--- src/rtl/pipe_hazard_ctrl.sv ---
// Hazard and forwarding controller for the in-order integer pipeline.
// It keeps a shadow copy of dst/valid for execute (stage 0) and NPOST later stages.
module pipe_hazard_ctrl #(
    parameter int REG_W    = 3,
    parameter int NPOST    = 2,
    parameter int LD_AVAIL = 2,
    localparam int FWD_W   = $clog2(NPOST + 1)
) (
    input  logic             clk,
    input  logic             rst,
    input  logic             d_valid,
    input  logic             d_wr,
    input  logic             d_ld,
    input  logic [REG_W-1:0] d_dst,
    input  logic [REG_W-1:0] d_src1,
    input  logic [REG_W-1:0] d_src2,
    input  logic             d_use1,
    input  logic             d_use2,
    input  logic             jump,
    input  logic             ext_stall,
    output logic             keep_f,
    output logic             keep_d,
    output logic             flush_d,
    output logic             bubble_e,
    output logic             keep_all,
    output logic [FWD_W-1:0] fwd1,
    output logic [FWD_W-1:0] fwd2,
    output logic             e_valid
);

    logic [NPOST:0]   vld_q, vld_d;
    logic [NPOST:0]   wr_q, wr_d;
    logic [NPOST:0]   ld_q, ld_d;
    logic [REG_W-1:0] dst_q [NPOST+1];
    logic [REG_W-1:0] dst_d [NPOST+1];
    logic [REG_W-1:0] src1_q, src1_d;
    logic [REG_W-1:0] src2_q, src2_d;
    logic             use1_q, use1_d;
    logic             use2_q, use2_d;
    logic             stall_ld;

    // A load is a hazard while it sits in a stage whose data is not yet forwardable.
    always_comb begin
        stall_ld = 1'b0;
        for (int k = 0; k <= NPOST; k++) begin
            if ((k + 1 < LD_AVAIL) && d_valid && vld_q[k] && wr_q[k] && ld_q[k] &&
                ((d_use1 && (dst_q[k] == d_src1)) || (d_use2 && (dst_q[k] == d_src2)))) begin
                stall_ld = 1'b1;
            end
        end
    end

    always_comb begin
        keep_f   = 1'b0;
        keep_d   = 1'b0;
        flush_d  = 1'b0;
        bubble_e = 1'b0;
        keep_all = ext_stall;
        if (!ext_stall) begin
            if (jump) begin
                flush_d  = 1'b1;
                bubble_e = 1'b1;
            end else if (stall_ld) begin
                keep_f   = 1'b1;
                keep_d   = 1'b1;
                bubble_e = 1'b1;
            end
        end
    end

    // Scan oldest to youngest so the youngest matching producer overwrites.
    always_comb begin
        fwd1 = '0;
        fwd2 = '0;
        for (int k = NPOST; k >= 1; k--) begin
            if (vld_q[0] && vld_q[k] && wr_q[k] && !(ld_q[k] && (k < LD_AVAIL))) begin
                if (use1_q && (dst_q[k] == src1_q)) fwd1 = FWD_W'(k);
                if (use2_q && (dst_q[k] == src2_q)) fwd2 = FWD_W'(k);
            end
        end
    end

    assign e_valid = vld_q[0];

    always_comb begin
        vld_d  = vld_q;
        wr_d   = wr_q;
        ld_d   = ld_q;
        dst_d  = dst_q;
        src1_d = src1_q;
        src2_d = src2_q;
        use1_d = use1_q;
        use2_d = use2_q;
        if (!ext_stall) begin
            for (int k = 1; k <= NPOST; k++) begin
                vld_d[k] = vld_q[k-1];
                wr_d[k]  = wr_q[k-1];
                ld_d[k]  = ld_q[k-1];
                dst_d[k] = dst_q[k-1];
            end
            vld_d[0] = d_valid & ~stall_ld & ~jump;
            wr_d[0]  = d_wr;
            ld_d[0]  = d_ld;
            dst_d[0] = d_dst;
            src1_d   = d_src1;
            src2_d   = d_src2;
            use1_d   = d_use1;
            use2_d   = d_use2;
        end
    end

    // Only valid bits need reset; every other field is qualified by its valid.
    always_ff @(posedge clk) begin
        if (!rst) begin
            vld_q <= '0;
        end else begin
            vld_q <= vld_d;
        end
        wr_q   <= wr_d;
        ld_q   <= ld_d;
        dst_q  <= dst_d;
        src1_q <= src1_d;
        src2_q <= src2_d;
        use1_q <= use1_d;
        use2_q <= use2_d;
    end

endmodule

--- config.mk ---
export PLATFORM = sky130hd
export DESIGN_NAME = pipe_hazard_ctrl
export DESIGN_NICKNAME = d
export VERILOG_FILES = /design/src/rtl/pipe_hazard_ctrl.sv
export SDC_FILE = /design/constraint.sdc
export NUM_CORES = 1
export LEC_CHECK = 0
export CAP_MARGIN = 20
export CORE_MARGIN = 2
export CORE_UTILIZATION = 47
export DETAILED_ROUTE_END_ITERATION = 6
export PLACE_DENSITY = 0.77
export SLEW_MARGIN = 20
export SYNTH_ARGS = -nofsm -noshare
export SYNTH_HDL_FRONTEND = slang
export SYNTH_SLANG_ARGS = --single-unit
--- constraint.sdc ---
create_clock -name clk -period 1.45 [get_ports clk]
set_input_delay 0.145 -clock clk [delete_from_list [all_inputs] [get_ports clk]]
set_output_delay 0.145 -clock clk [all_outputs]
set_load 0.02 [all_outputs]
==> reports/results.txt, run 1 <==
The fraction of layout cells with a size suffix above 1 came out at 25.66%. The logs give 23 for the maximum number of pins on one net before global-route repair and 0.002191 mm² for the placeable core region. The worst setup path is launched from a flip-flop. The deepest level of the CTS H-tree is 1.

The number of cells on the worst reg-to-reg path was 5. The clock-pin slew reported for the worst setup and hold paths after clock tree synthesis was 0.12 ns. TritonCTS built the clock tree. The post-layout worst setup margin was -0.4364 ns; the arrival time at the worst endpoint was 1.74 ns. Of the total synthesized cell area, the portion taken by AND, OR, NAND and NOR gates is 12.88%. The number of failing hold endpoints at the final stage is 0, and the synthesis-stage register bit count is 25. STA classifies the critical path endpoint as an output port.

Synthesis produced a netlist whose cell count is 73. The die width is 51.91 µm. The tools report the synthesized cell area as 0.001079 mm².

The tightest min-delay check is of the in -> reg type. At the pin with the least slew margin, the transition time is 0.2623 ns. After synthesis, the largest family of logic cells by area is XOR/XNOR gates. Setup repair after global routing could not meet its margin everywhere. Multiplexer cells account for 1.856% of the synthesized area. The logs give 66.82% for the share of synthesized area occupied by flip-flops and latches and -0.7355 ns for the worst slack after detailed placement. The worst-case IR drop observed on VDD is 0.7758 mV. The first routing iteration left 12 violations.

The relative max-transition margin was 82.45%; the initial antenna violation count was 0. Dividing the detail-routed via count by the number of cells gives 4.993. The run finished, with violations left. The logs give 0.5575 nW for the leakage power and 0 for the max capacitance violation total. In this run the tool buffered the top-level ports with 27 buffer cells. After global routing the overflow that remains totals 0. Relative to the synthesized area, the layout overhead comes to 39.91%. The tools report the overall power after layout as 0.001361 W. The most critical setup path has its startpoint at dst_q[7]$_DFFE_PN_.

For this run, the top clock speed supported by timing is 0.5301 GHz. The worst-case register-to-register setup slack is 0.06 ns, and the total number of placement rows is 17. Clock tree synthesis selected as its root buffer the cell clkbuf_4.

The checks that failed: setup timing. The startpoint of the worst register-to-register path was dst_q[7]$_DFFE_PN_. Along the worst path, the maximum fanout reaches 3.

The net count of the finished layout is 132. Of the total synthesized cell area, the portion taken by XOR and XNOR cells is 14.62%. End of the critical path: keep_d. The detailed placement HPWL is 1511 µm, and the critical path data required time is 1.31 ns.

The run gives 0.3946 ns as the worst hold margin. Power spread over the standard cell area amounts to 902.1 mW/mm². The distinct cell type count of the synthesized netlist was 20; the final critical delay including setup and external delays was 1.886 ns. At the later pin of the worst-skew pair, clock insertion delay measures 0.29 ns.

The floorplan die height is 51.91 µm, and the CTS buffer count is 3. The setup path with the least slack is of type reg -> out. The number of antenna diodes in the final layout is 0.

The first global-routing pass estimated 3111 µm of wire. The synthesized netlist devotes 1.624% of its cell area to compound gates. Setup violations remaining at the end of the flow were counted as 7. The routed wirelength normalized by instance count is 13.92 µm. For this run, design rule violations remaining after detail routing come to 0. The logs give 28 for the I/O pin total and 16.15% for the overall fraction of global-route tracks in use. Across all layers, the routed design uses 704 vias. The max-slew violation count was 0; the final setup skew was 0.002331 ns. The tools report the number of global-route vias before repair as 677. Of the available clock period, the critical path in the final layout requires 130.1%. The run gives 0 as the Yosys warning count. The average size of a mapped cell came out at 14.77 µm².

The clock passes through at most 2 buffers. The tools report the post-synthesis net count as 91. Number of nets with antenna violations after detailed routing: 0. Wires add up to 1963 µm. The initial utilization of the core area, before any placement, comes to 49.23%. The clock net in this run drives a total of 25 sinks. Routability-driven placement finished with a final weighted congestion of 0.7350. For the layout filler cell count, the log shows 139. The share of synthesized cell area in full adder, half adder and majority cells is 0%. The worst register-to-register path ends at vld_q[0]$_SDFFE_PN0N_. The full die area was 0.002694 mm²; the number of detailed-route iterations in the first pass was 3.
[layout by cell type (no fill, tap or decap), types with 2 or more instances in the layout]
cell and count:
nor2_1 2, buf_4 16, nand3_1 3, xnor2_1 9, nand4_1 3, nor3_1 2
dlygate4sd2_1 3, nand2_1 2, nor2b_1 3, nor3b_1 2, clkbuf_4 3, mux2i_1 2
nor4_4 2, dfxtp_1 2, edfxtp_1 22, clkdlybuf4s50_1 17, xor2_1 8
[state kept, by name, indices dropped and copies added, names as in the netlist]
| register | cells |
|---|---|
| src2_q | 3 |
| use2_q | 1 |
| use1_q | 1 |
| ld_q | 2 |
| vld_q | 3 |
| wr_q | 3 |
| dst_q | 9 |
| src1_q | 3 |
[worst min path at each step]
stage	startpoint	end	slack, ns	cells after the start
5_1_grt	d_wr	wr_q[0]$_DFFE_PN_	0.40	1
4_1_cts	d_wr	wr_q[0]$_DFFE_PN_	0.39	1
3_5_place_dp	wr_q[0]$_DFFE_PN_	wr_q[1]$_DFFE_PN_	0.45	0
2_1_floorplan	d_dst[0]	dst_q[6]$_DFFE_PN_	0.24	0
6_report	d_wr	wr_q[0]$_DFFE_PN_	0.39	1
3_3_place_gp	wr_q[1]$_DFFE_PN_	wr_q[2]$_DFFE_PN_	0.44	0
[stage by stage]
step	utilization (%)	instances	cell area, µm²	TNS [ns]
finish	68.87	141	1509	-2.049
global placement	67.39	135	1476	-3.415
floorplan	-	73	1104	-0.05258
CTS	69.05	142	1513	-2.189
global route	68.87	141	1509	-2.594
detailed placement	67.39	135	1476	-3.808
[metal layers]
metal  up-vias  wire [µm]  GRT usage [%]
met1       339        768          20.08
met3         2         80          1.724
met2        17       1087          29.11
met5         -          0              0
li1        346          -              -
met4         0         26          5.263
[kinds of logic (layout without fill, tap and decap cells)]
family	Yosys count	in the layout
DFF	25	25
and+or+nand+nor	22	22
xor gates and xnor gates	18	18
buffers and inverters	4	44
AOI/OAI and AO/OA	2	2
muxes	2	2
[critical path, cell delays in order, from the launching register on]
cell	delay, ns
edfxtp_1	0.45
xnor2_1	0.22
nand4_1	0.13
a211oi_2	0.31
nor2b_4	0.20
buf_4	0.14
[cell usage after synthesis]
cell / n / area [µm²]
nand3_1: 3 / 15.01
dfxtp_1: 3 / 60.06
nor2_1: 2 / 7.510
nor2b_1: 4 / 25.02
nand4b_1: 1 / 8.760
xnor2_1: 10 / 87.58
a21oi_1: 1 / 5.000
mux2i_1: 2 / 20.02
nor3_1: 2 / 10.01
xor2_1: 8 / 70.07
inv_1: 1 / 3.750
buf_2: 1 / 5.000
nor3b_1: 2 / 15.01
nand4_1: 3 / 18.77
edfxtp_1: 22 / 660.6
nand2_1: 2 / 7.510
a211oi_2: 1 / 12.51
buf_4: 2 / 15.01
or2_2: 1 / 6.260
nor4_2: 2 / 25.02
[where the power goes]
group | total [W] | internal [W] | leakage (nW) | switching (W)
registers | 0.000877 | 0.000839 | 0.240 | 0.0000379
clock network | 0.000283 | 0.000107 | 0.0150 | 0.000177
logic | 0.000201 | 0.000116 | 0.302 | 0.0000848
total | 0.00136 | 0.00106 | 0.557 | 0.000299
[what timing repair did]
action                                  4_1_cts  5_1_grt
hold buffers                                  0        0
buffers inserted                              3        0
pin swaps                                    11        4
resized for setup                            41        1
endpoints found under the setup margin       10        8
[cell type report]
class,count,area [µm²],area share [%]
clock buffers,4,26.28,1.741
inverters,1,3.754,0.2488
multi-input cells,44,369.1,24.46
flip-flops and latches,25,721.9,47.84
well taps,28,35.03,2.322
repair buffers,39,352.8,23.38
Power figures use the tool's default switching activity.
==> run 2: changes to the inputs <==
ABC_AREA = 1   (was unset)
CORE_UTILIZATION = 48   (was 47)
PLACE_DENSITY = 0.78   (was 0.77)
==> run 2 against run 1 <==
The run still ends with setup timing left. Synthesized cell count increased by 44%. Cell count grew 23%. Sequential share of layout area down 2.1 points. Combinational power grew 11%. Via count rose by 17%. Area after synthesis grew 6.6%. Total power is 2.7% higher. Clock skew shrank 0.0016 ns. Critical path depth grew 3. Final area is 4.6% higher. Maximum frequency is 14% higher. Critical path type unchanged.
==> reports/results.txt, run 2 <==
The clock latency on the worst-skew pair is 0.30 ns (about the same), and the final critical delay including setup and external delays is 1.649 ns (-0.2371 ns). Share of synthesized area occupied by flip-flops and latches: 62.68% (-4.1 points). The async set-reset flop share out of synthesis was 0% (unchanged); the I/O pin total was 28 (unchanged). The full die area is 0.002803 mm² (+4.0%). The worst slack after detailed placement is -0.5547 ns (+0.1808 ns), and the max capacitance violation total is 0 (unchanged). The average size of a mapped cell was 10.95 µm² (-26%). The final reports fail on setup timing.

The tools report the leakage power as 0.6584 nW (+18%). The prevailing post-synth register cell was edfxtp_1. The global-route wire length before repair was 3098 µm (-0.42%); the maximum number of pins on one net before global-route repair was 25 (+8.7%).

The post-route standard cell area excluding fillers is 0.001579 mm² (+4.6%), and the fmax is 0.6063 GHz (+14%). Count of flip-flops with a built-in enable after synthesis: 22 (unchanged). The tools report the number of global-route vias before repair as 743 (+9.7%). Synthesized cell area: 0.001150 mm² (+6.6%). For the max-slew violation count, the log shows 0 (unchanged). The register with the most flip-flops in the final layout is dst_q.

The type of the worst min-delay path was in -> reg. The starting utilization of the core area is 51.48% (+2.3 points), and the detailed-route via count is 822 (+17%). The post-layout worst setup margin is -0.1993 ns (+0.2371 ns), and the post-place instance area is 0.001495 mm² (+1.3%). Among cell families on the critical path, the largest total delay comes from simple AND/OR/NAND/NOR gates. Walking the worst path, the cells encountered are nand2_1 -> nand2_1 -> nor2_2 -> nand2_1 -> nand2_1 -> nand2_2 -> nor2_4 -> buf_6.

The tools report the critical path data required time as 1.31 ns (about the same). The number of clock sinks was 25 (unchanged). The critical path in this run is classified as reg -> out.

Transition time at the pin with the least slew margin: 0.2960 ns (+0.03364 ns). The tools report the kind of end point of the critical path as an output port. The cell sitting at the root of the clock tree is a clkbuf_4. The synthesized-area fraction occupied by and/or/nand/nor cells came out at 21.33% (+8.5 points). The tools report the Yosys warning count as 0 (unchanged). For the worst ir drop on vdd, the log shows 0.5781 mV (-25%). The library cells used most frequently in the layout, excluding fill and tap cells, are nand2_1 (22), edfxtp_1 (22), clkdlybuf4s50_1 (17). Number of port buffers: 27 (unchanged). Among all stages on the critical path, the largest delay is contributed by edfxtp_1. The number of flip-flops in the largest register was 9 (unchanged). The synthesized instance count is 105 (+44%). The flow ran to the end, but the final reports show violations.

The clock-pin slew reported for the worst setup and hold paths after clock tree synthesis came out at 0.12 ns (about the same). The run gives 70.70% (+1.8 points) as the share of the core filled with cells in the final layout. The total number of placement rows came out at 17 (unchanged). The fraction of the cycle the final worst path needs was 113.7% (-16 points).

The delay of the slowest critical-path stage works out to 0.46 ns (about the same). The tools report the CTS buffer count as 3 (unchanged). The logs give 174 (+23%) for the number of standard cells in the layout, taps in and fillers out and 123 (+35%) for the post-synthesis net count. The die width is 52.95 µm (+2.0%). Xor/xnor share of the synthesized area: 9.140% (-5.5 points).

The run gives 0 (unchanged) as the number of design rule violations left after detail routing. The kind of launch point of the worst setup path is a flip-flop. The number of nets in the finished design is 165 (+25%), and the number of nets with antenna violations after detailed routing is 0 (unchanged). The share of synthesized cell area in full adder, half adder and majority cells is 0% (unchanged), and the power density over the cells is 885.2 mW/mm² (-1.9%). By instance count, the cell type seen most on the critical path is nand2_1. The growth of design area from synthesis to finish is 37.32%. After synthesis, the most frequently instantiated cells are edfxtp_1 (22), nand2_1 (22), nor2_1 (13).

The top cell type's share of synthesized area is 57.45% (-3.8 points), and the number of violations reported at the end of detailed-routing iteration 0 is 20 (+8). The final RePlAce weighted congestion is 0.7235 (-1.6%), and the synthesis-stage register bit count is 25 (unchanged). The number of placed instances with taps included was 165 (+22%); the post-synthesis compound-gate area fraction was 1.306% (-0.32 points). The portion of netlist area occupied by mux cells was 0% (-1.9 points). The relative max-transition margin is 80.27% (-2.2 points).

The initial antenna violation count was 0 (unchanged); the placeable core region was 0.002233 mm² (+1.9%). The tools report the overall fraction of global-route tracks in use as 15.61% (-0.54 points). Biggest area consumer among synthesized cells: edfxtp_1. For the maximum clock insertion buffer count, the log shows 2 (unchanged). The number of vias per cell came out at 4.724 (-5.4%).

Overflow left after global routing: 0 (unchanged). TritonCTS built the clock tree. The fraction of layout cells with a size suffix above 1 came out at 26.71% (+1.0 points).

By area, the combinational part of the netlist is dominated by simple AND/OR/NAND/NOR gates. The tools report the total wire length as 1892 µm (-3.6%). Setup repair after global routing could not meet its margin everywhere. The arrival time at the worst endpoint was 1.50 ns (-0.24 ns). The logs give 4 (+1) for the number of detailed-route iterations in the first pass and 7 (unchanged) for the number of endpoints failing setup at the final stage. The logs give 1 (unchanged) for the deepest level of the CTS H-tree and 19 (-5.0%) for the distinct cell type count of the synthesized netlist. The routed wirelength normalized by instance count came out at 10.87 µm (-22%).

The final setup skew was 0.0007587 ns (-0.001572 ns). The floorplan die height is 52.95 µm (+2.0%), and the total buffers and inverters traversed by the critical path is 1 (unchanged). The critical-path maximum fanout is 4 (+1). The logs give 0 (unchanged) for the number of failing hold endpoints at the final stage and 0 (unchanged) for the number of antenna repair diodes. The tools report the layout filler cell count as 165 (+19%). Ranked by total cell area, the synthesized netlist is headed by edfxtp_1 (57%), xnor2_1 (8.4%), nand2_1 (7.2%). The tools report the detailed placement HPWL as 1439 µm (-4.7%).
==> run 2: cell types whose count changed in the layout (fill, tap and decap cells not counted), sizes merged, moves of 3 or more <==
cell   change
nand2     +22
nor2b      -4
xor2       -7
o21ai      +3
nor2      +14
inv       +11
==> run 2: cell type report <==
cell class	instances	area (µm²)	share of cell area, %
clock buffer	4	26.28	1.664
timing repair buffer	39	351.6	22.27
tap	28	35.03	2.219
sequential	25	721.9	45.72
multi-input combinational	65	395.4	25.04
inverter	13	48.80	3.090
==> run 2: path summary, 6_finish.rpt <==
path	from	to	slack, ns	cells past startpoint
worst min-delay path	d_dst[0]	dst_q[6]$_DFFE_PN_	0.38	1
worst max register to register	dst_q[6]$_DFFE_PN_	vld_q[0]$_SDFFE_PN0N_	0.04	10
worst max-delay path	dst_q[7]$_DFFE_PN_	keep_f	-0.20	8
worst min register to register	wr_q[1]$_DFFE_PN_	wr_q[2]$_DFFE_PN_	0.46	0
==> run 2: cells by family after synthesis <==
| kind of cell | after synthesis |
|---|---|
| simple gates | 50 |
| buf+inv | 15 |
| flops | 25 |
| xor+xnor | 12 |
| compound gates | 3 |
==> run 2: power breakdown <==
group | switching [W] | internal, W | leakage, nW
sequential | 0.0000389 | 0.000842 | 0.240
combinational | 0.0000954 | 0.000128 | 0.403
clock | 0.000186 | 0.000107 | 0.0150
==> run 2: what timing repair did <==
action | CTS | global route
gates resized for setup | 42 | 6
pin swaps | 5 | 6
endpoints found under the setup margin | 10 | 8
buffers inserted | 2 | 3
hold buffers | 0 | 0
gates cloned | 0 | 0
==> run 2: through the flow <==
step | TNS, ns | total power (W) | hold slack, ns
detailed placement | -3.220 | 0.001096 | 0.4427
CTS | -1.078 | 0.001381 | 0.3813
finish | -0.9067 | 0.001398 | 0.3836
global placement | -2.650 | 0.001088 | 0.4333
global route | -1.799 | 0.001463 | 0.3775
floorplan | 0 | 0.0009932 | 0.2439
==> run 2: routing by layer <==
layer  vias up  global-route usage (%)  wire [µm]
li1        421                       -          -
met1       372                   19.59        801
met2        24                   26.04        978
met3         5                   2.825         86
met4         0                   7.265         27
met5         -                       0          0
==> run 2: worst register-to-register path: stages (launching register included) <==
cell      delay [ns]
edfxtp_1        0.47
buf_6           0.16
nor2_4          0.09
nor2_2          0.04
nand2_1         0.06
nand2_1         0.07
nand2_2         0.10
nand2_2         0.07
buf_4           0.13
buf_4           0.12
nor2_2          0.06
==> run 3: changes to the inputs <==
CTS_CLUSTER_SIZE = 10   (was unset)
SETUP_SLACK_MARGIN = 0.05   (was unset)
==> run 3 against run 2 <==
The run still ends with setup timing left. Routed wire length up 0.63%. Cell count down 2.3%. Combinational power down 9.0%. Hold slack worse by 0.0073 ns. Critical path depth unchanged. Critical endpoint is now keep_d.
==> reports/results.txt, run 3 (synthesis gave the netlist of run 2 again) <==
Among cell families on the critical path, the largest total delay comes from simple AND/OR/NAND/NOR gates. The run gives 25 (unchanged) as the number of clock sinks. The overflow left after global routing was 0 (unchanged); the number of stages on the worst hold path was 1 (unchanged). For the CTS buffer count, the log shows 3 (unchanged). The tools report the fmax as 0.6095 GHz (+0.52%). The power density over the cells was 901.3 mW/mm² (+1.8%); the fraction of layout cells with a size suffix above 1 was 23.24% (-3.5 points). Capture instance of the worst register-to-register path: vld_q[0]$_SDFFE_PN0N_.

The overall power after layout was 0.001376 W (-1.6%). The logs give 1.50 ns (about the same) for the arrival time at the worst endpoint and 4 (unchanged) for the number of detailed-route iterations in the first pass. The logs give 0.001489 mm² (-0.42%) for the post-place instance area and 0.6267 nW (-4.8%) for the leakage power. The delay of the slowest critical-path stage was 0.47 ns (about the same). The number of port buffers was 27 (unchanged). The root buffer selected by CTS was clkbuf_4. The run gives 1.31 ns (about the same) as the critical path data required time. The routed wirelength normalized by instance count was 11.20 µm (+3.0%). Category of the critical setup timing path: reg -> out.

The kind of launch point of the worst setup path is a flip-flop. The tools report the worst-case register-to-register setup slack as 0.20 ns (+0.16 ns). The worst setup path is captured at an output port. Setup repair after global routing could not meet its margin everywhere. The detailed-route via count is 788 (-4.1%). The run gives -0.1907 ns (+0.008564 ns) as the post-layout worst setup margin. Walking the worst path, the cells encountered are nand2_1 -> nand2_1 -> nor2_1 -> nand2_1 -> nand2_1 -> nand2_2 -> nor2_4 -> buf_6. The clock-pin slew reported for the worst setup and hold paths after clock tree synthesis is 0.13 ns (about the same), and the max-slew violation count is 0 (unchanged). Number of cells on the worst reg-to-reg path: 9 (-1). The total buffers and inverters traversed by the critical path works out to 1 (unchanged). Transition time at the pin with the least slew margin: 0.2858 ns (-0.01023 ns). TritonCTS built the clock tree. The final reports fail on setup timing.

The run gives 1904 µm (+0.63%) as the total wire length. The global-route wire length before repair is 3215 µm (+3.8%), and the total negative slack for setup checks is -0.8749 ns (+0.03185 ns). The number of vias per cell was 4.635 (-1.9%). The tools report the worst hold path startpoint as d_ld. The overall fraction of global-route tracks in use is 16.18% (+0.57 points).

The top cell types in the final layout, fill and taps aside, are nand2_1 (22), edfxtp_1 (22), clkdlybuf4s50_1 (17). Die width: 52.95 µm (unchanged). The number of global-route vias before repair was 797 (+7.3%); the growth of design area from synthesis to finish was 32.75%. The run gives 161 (-2.4%) as the number of nets in the finished design. The tools report the maximum clock insertion buffer count as 2 (unchanged).

The placeable core region was 0.002233 mm² (unchanged); the fraction of the cycle the final worst path needs was 113.2% (-0.59 points). The logs give 0 (unchanged) for the number of failing hold endpoints at the final stage and 0 (unchanged) for the number of design rule violations left after detail routing. The number of flip-flops in the largest register was 9 (unchanged). The run gives 0.7030 mV (+22%) as the worst ir drop on vdd.

The worst hold margin is 0.3763 ns (-0.007303 ns). dst_q holds more flip-flops than any other register. The tools report the startpoint of the worst register-to-register path as dst_q[7]$_DFFE_PN_.

The floorplan die height is 52.95 µm (unchanged), and the number of endpoints failing setup at the final stage is 7 (unchanged). The tools report the number of antenna repair diodes as 0 (unchanged). The initial antenna violation count was 0 (unchanged). The final RePlAce weighted congestion was 0.7121 (-1.6%). The relative max-transition margin is 80.95% (+0.68 points). The min-delay analysis places its worst path in the category in -> reg.

The detailed placement HPWL came out at 1543 µm (+7.2%). The run finished, with violations left. The slowest stage of the critical path belongs to the cell edfxtp_1.

The final critical delay including setup and external delays is 1.641 ns (-0.008564 ns). The deepest level of the CTS H-tree was 1 (unchanged). The tools report the number of nets with antenna violations after detailed routing as 0 (unchanged).

The logs give 28 (unchanged) for the I/O pin total and 0.001526 mm² (-3.3%) for the post-route standard cell area excluding fillers. The logs give 5 (-75%) for the number of violations reported at the end of detailed-routing iteration 0 and 0.31 ns (about the same) for the clock latency on the worst-skew pair. Final setup skew: 0.007732 ns (+0.006973 ns). The run gives 0 (unchanged) as the max capacitance violation total. The endpoint of the worst hold path was ld_q[0]$_DFFE_PN_.

The full die area was 0.002803 mm² (unchanged); the total number of placement rows was 17 (unchanged). For the starting utilization of the core area, the log shows 51.48% (unchanged). The critical-path maximum fanout is 4 (unchanged). In this design, the critical path's most frequently occurring cell is nand2_1. The maximum number of pins on one net before global-route repair came out at 25 (unchanged).
run 3: power by group:
group | leakage, nW | switching, W | total [W] | internal [W]
Sequential | 0.240 | 0.0000379 | 0.000880 | 0.000842
Combinational | 0.369 | 0.0000905 | 0.000203 | 0.000113
Clock | 0.0177 | 0.000190 | 0.000293 | 0.000103
Total | 0.627 | 0.000318 | 0.00138 | 0.00106
run 3: area by class of cell:
cell class	count	area, µm²
Sequential cell	25	721.9
Tap cell	28	35.03
Inverter	13	48.80
Multi-Input combinational cell	65	372.9
Clock inverter	1	5.005
Fill cell	182	706.9
Timing Repair Buffer	35	320.3
Clock buffer	3	22.52
run 3: stage by stage:
stage / cells / util, % / setup slack [ns]
CTS: 169 / 68.01 / -0.2022
global placement: 164 / 66.67 / -0.5077
floorplan: 105 / - / 0.09842
global route: 170 / 68.35 / -0.3073
detailed placement: 164 / 66.67 / -0.5374
finish: 170 / 68.35 / -0.1907
run 3: what timing repair did:
action / CTS / global route
pin swaps: 6 / 1
gates resized for setup: 43 / 0
hold buffers: 0 / 0
setup buffers: 1 / 1
setup endpoints to repair: 10 / 7
run 3: worst max-delay path by stage:
stage                       start     end  slack, ns  cells after the start
6_report       dst_q[7]$_DFFE_PN_  keep_d      -0.19                      8
5_1_grt        dst_q[7]$_DFFE_PN_  keep_d      -0.31                      8
4_1_cts        dst_q[7]$_DFFE_PN_  keep_d      -0.20                      8
3_5_place_dp            d_src2[1]  keep_d      -0.54                     10
3_3_place_gp            d_src2[1]  keep_f      -0.51                     10
2_1_floorplan  dst_q[7]$_DFFE_PN_  keep_f        0.1                      8
run 3: routing by layer:
metal / routed length, µm / global-route usage (%) / share of wire (%) / up-vias
li1: - / - / - / 416
met1: 764 / 18.52 / 40 / 348
met2: 1020 / 28.33 / 54 / 20
met3: 83 / 2.825 / 4.4 / 4
met4: 36 / 8.974 / 1.9 / 0
met5: 0 / 0 / 0 / -
run 3: worst register-to-register path, cell delays in order, from the launching register on:
cell and delay (ns):
edfxtp_1 0.47, nand2_1 0.10, nand2_1 0.05, nor2_1 0.12
nand2_1 0.06, nand2_1 0.07, nand2_2 0.08, nand2_2 0.09
buf_4 0.11, nor2_2 0.02
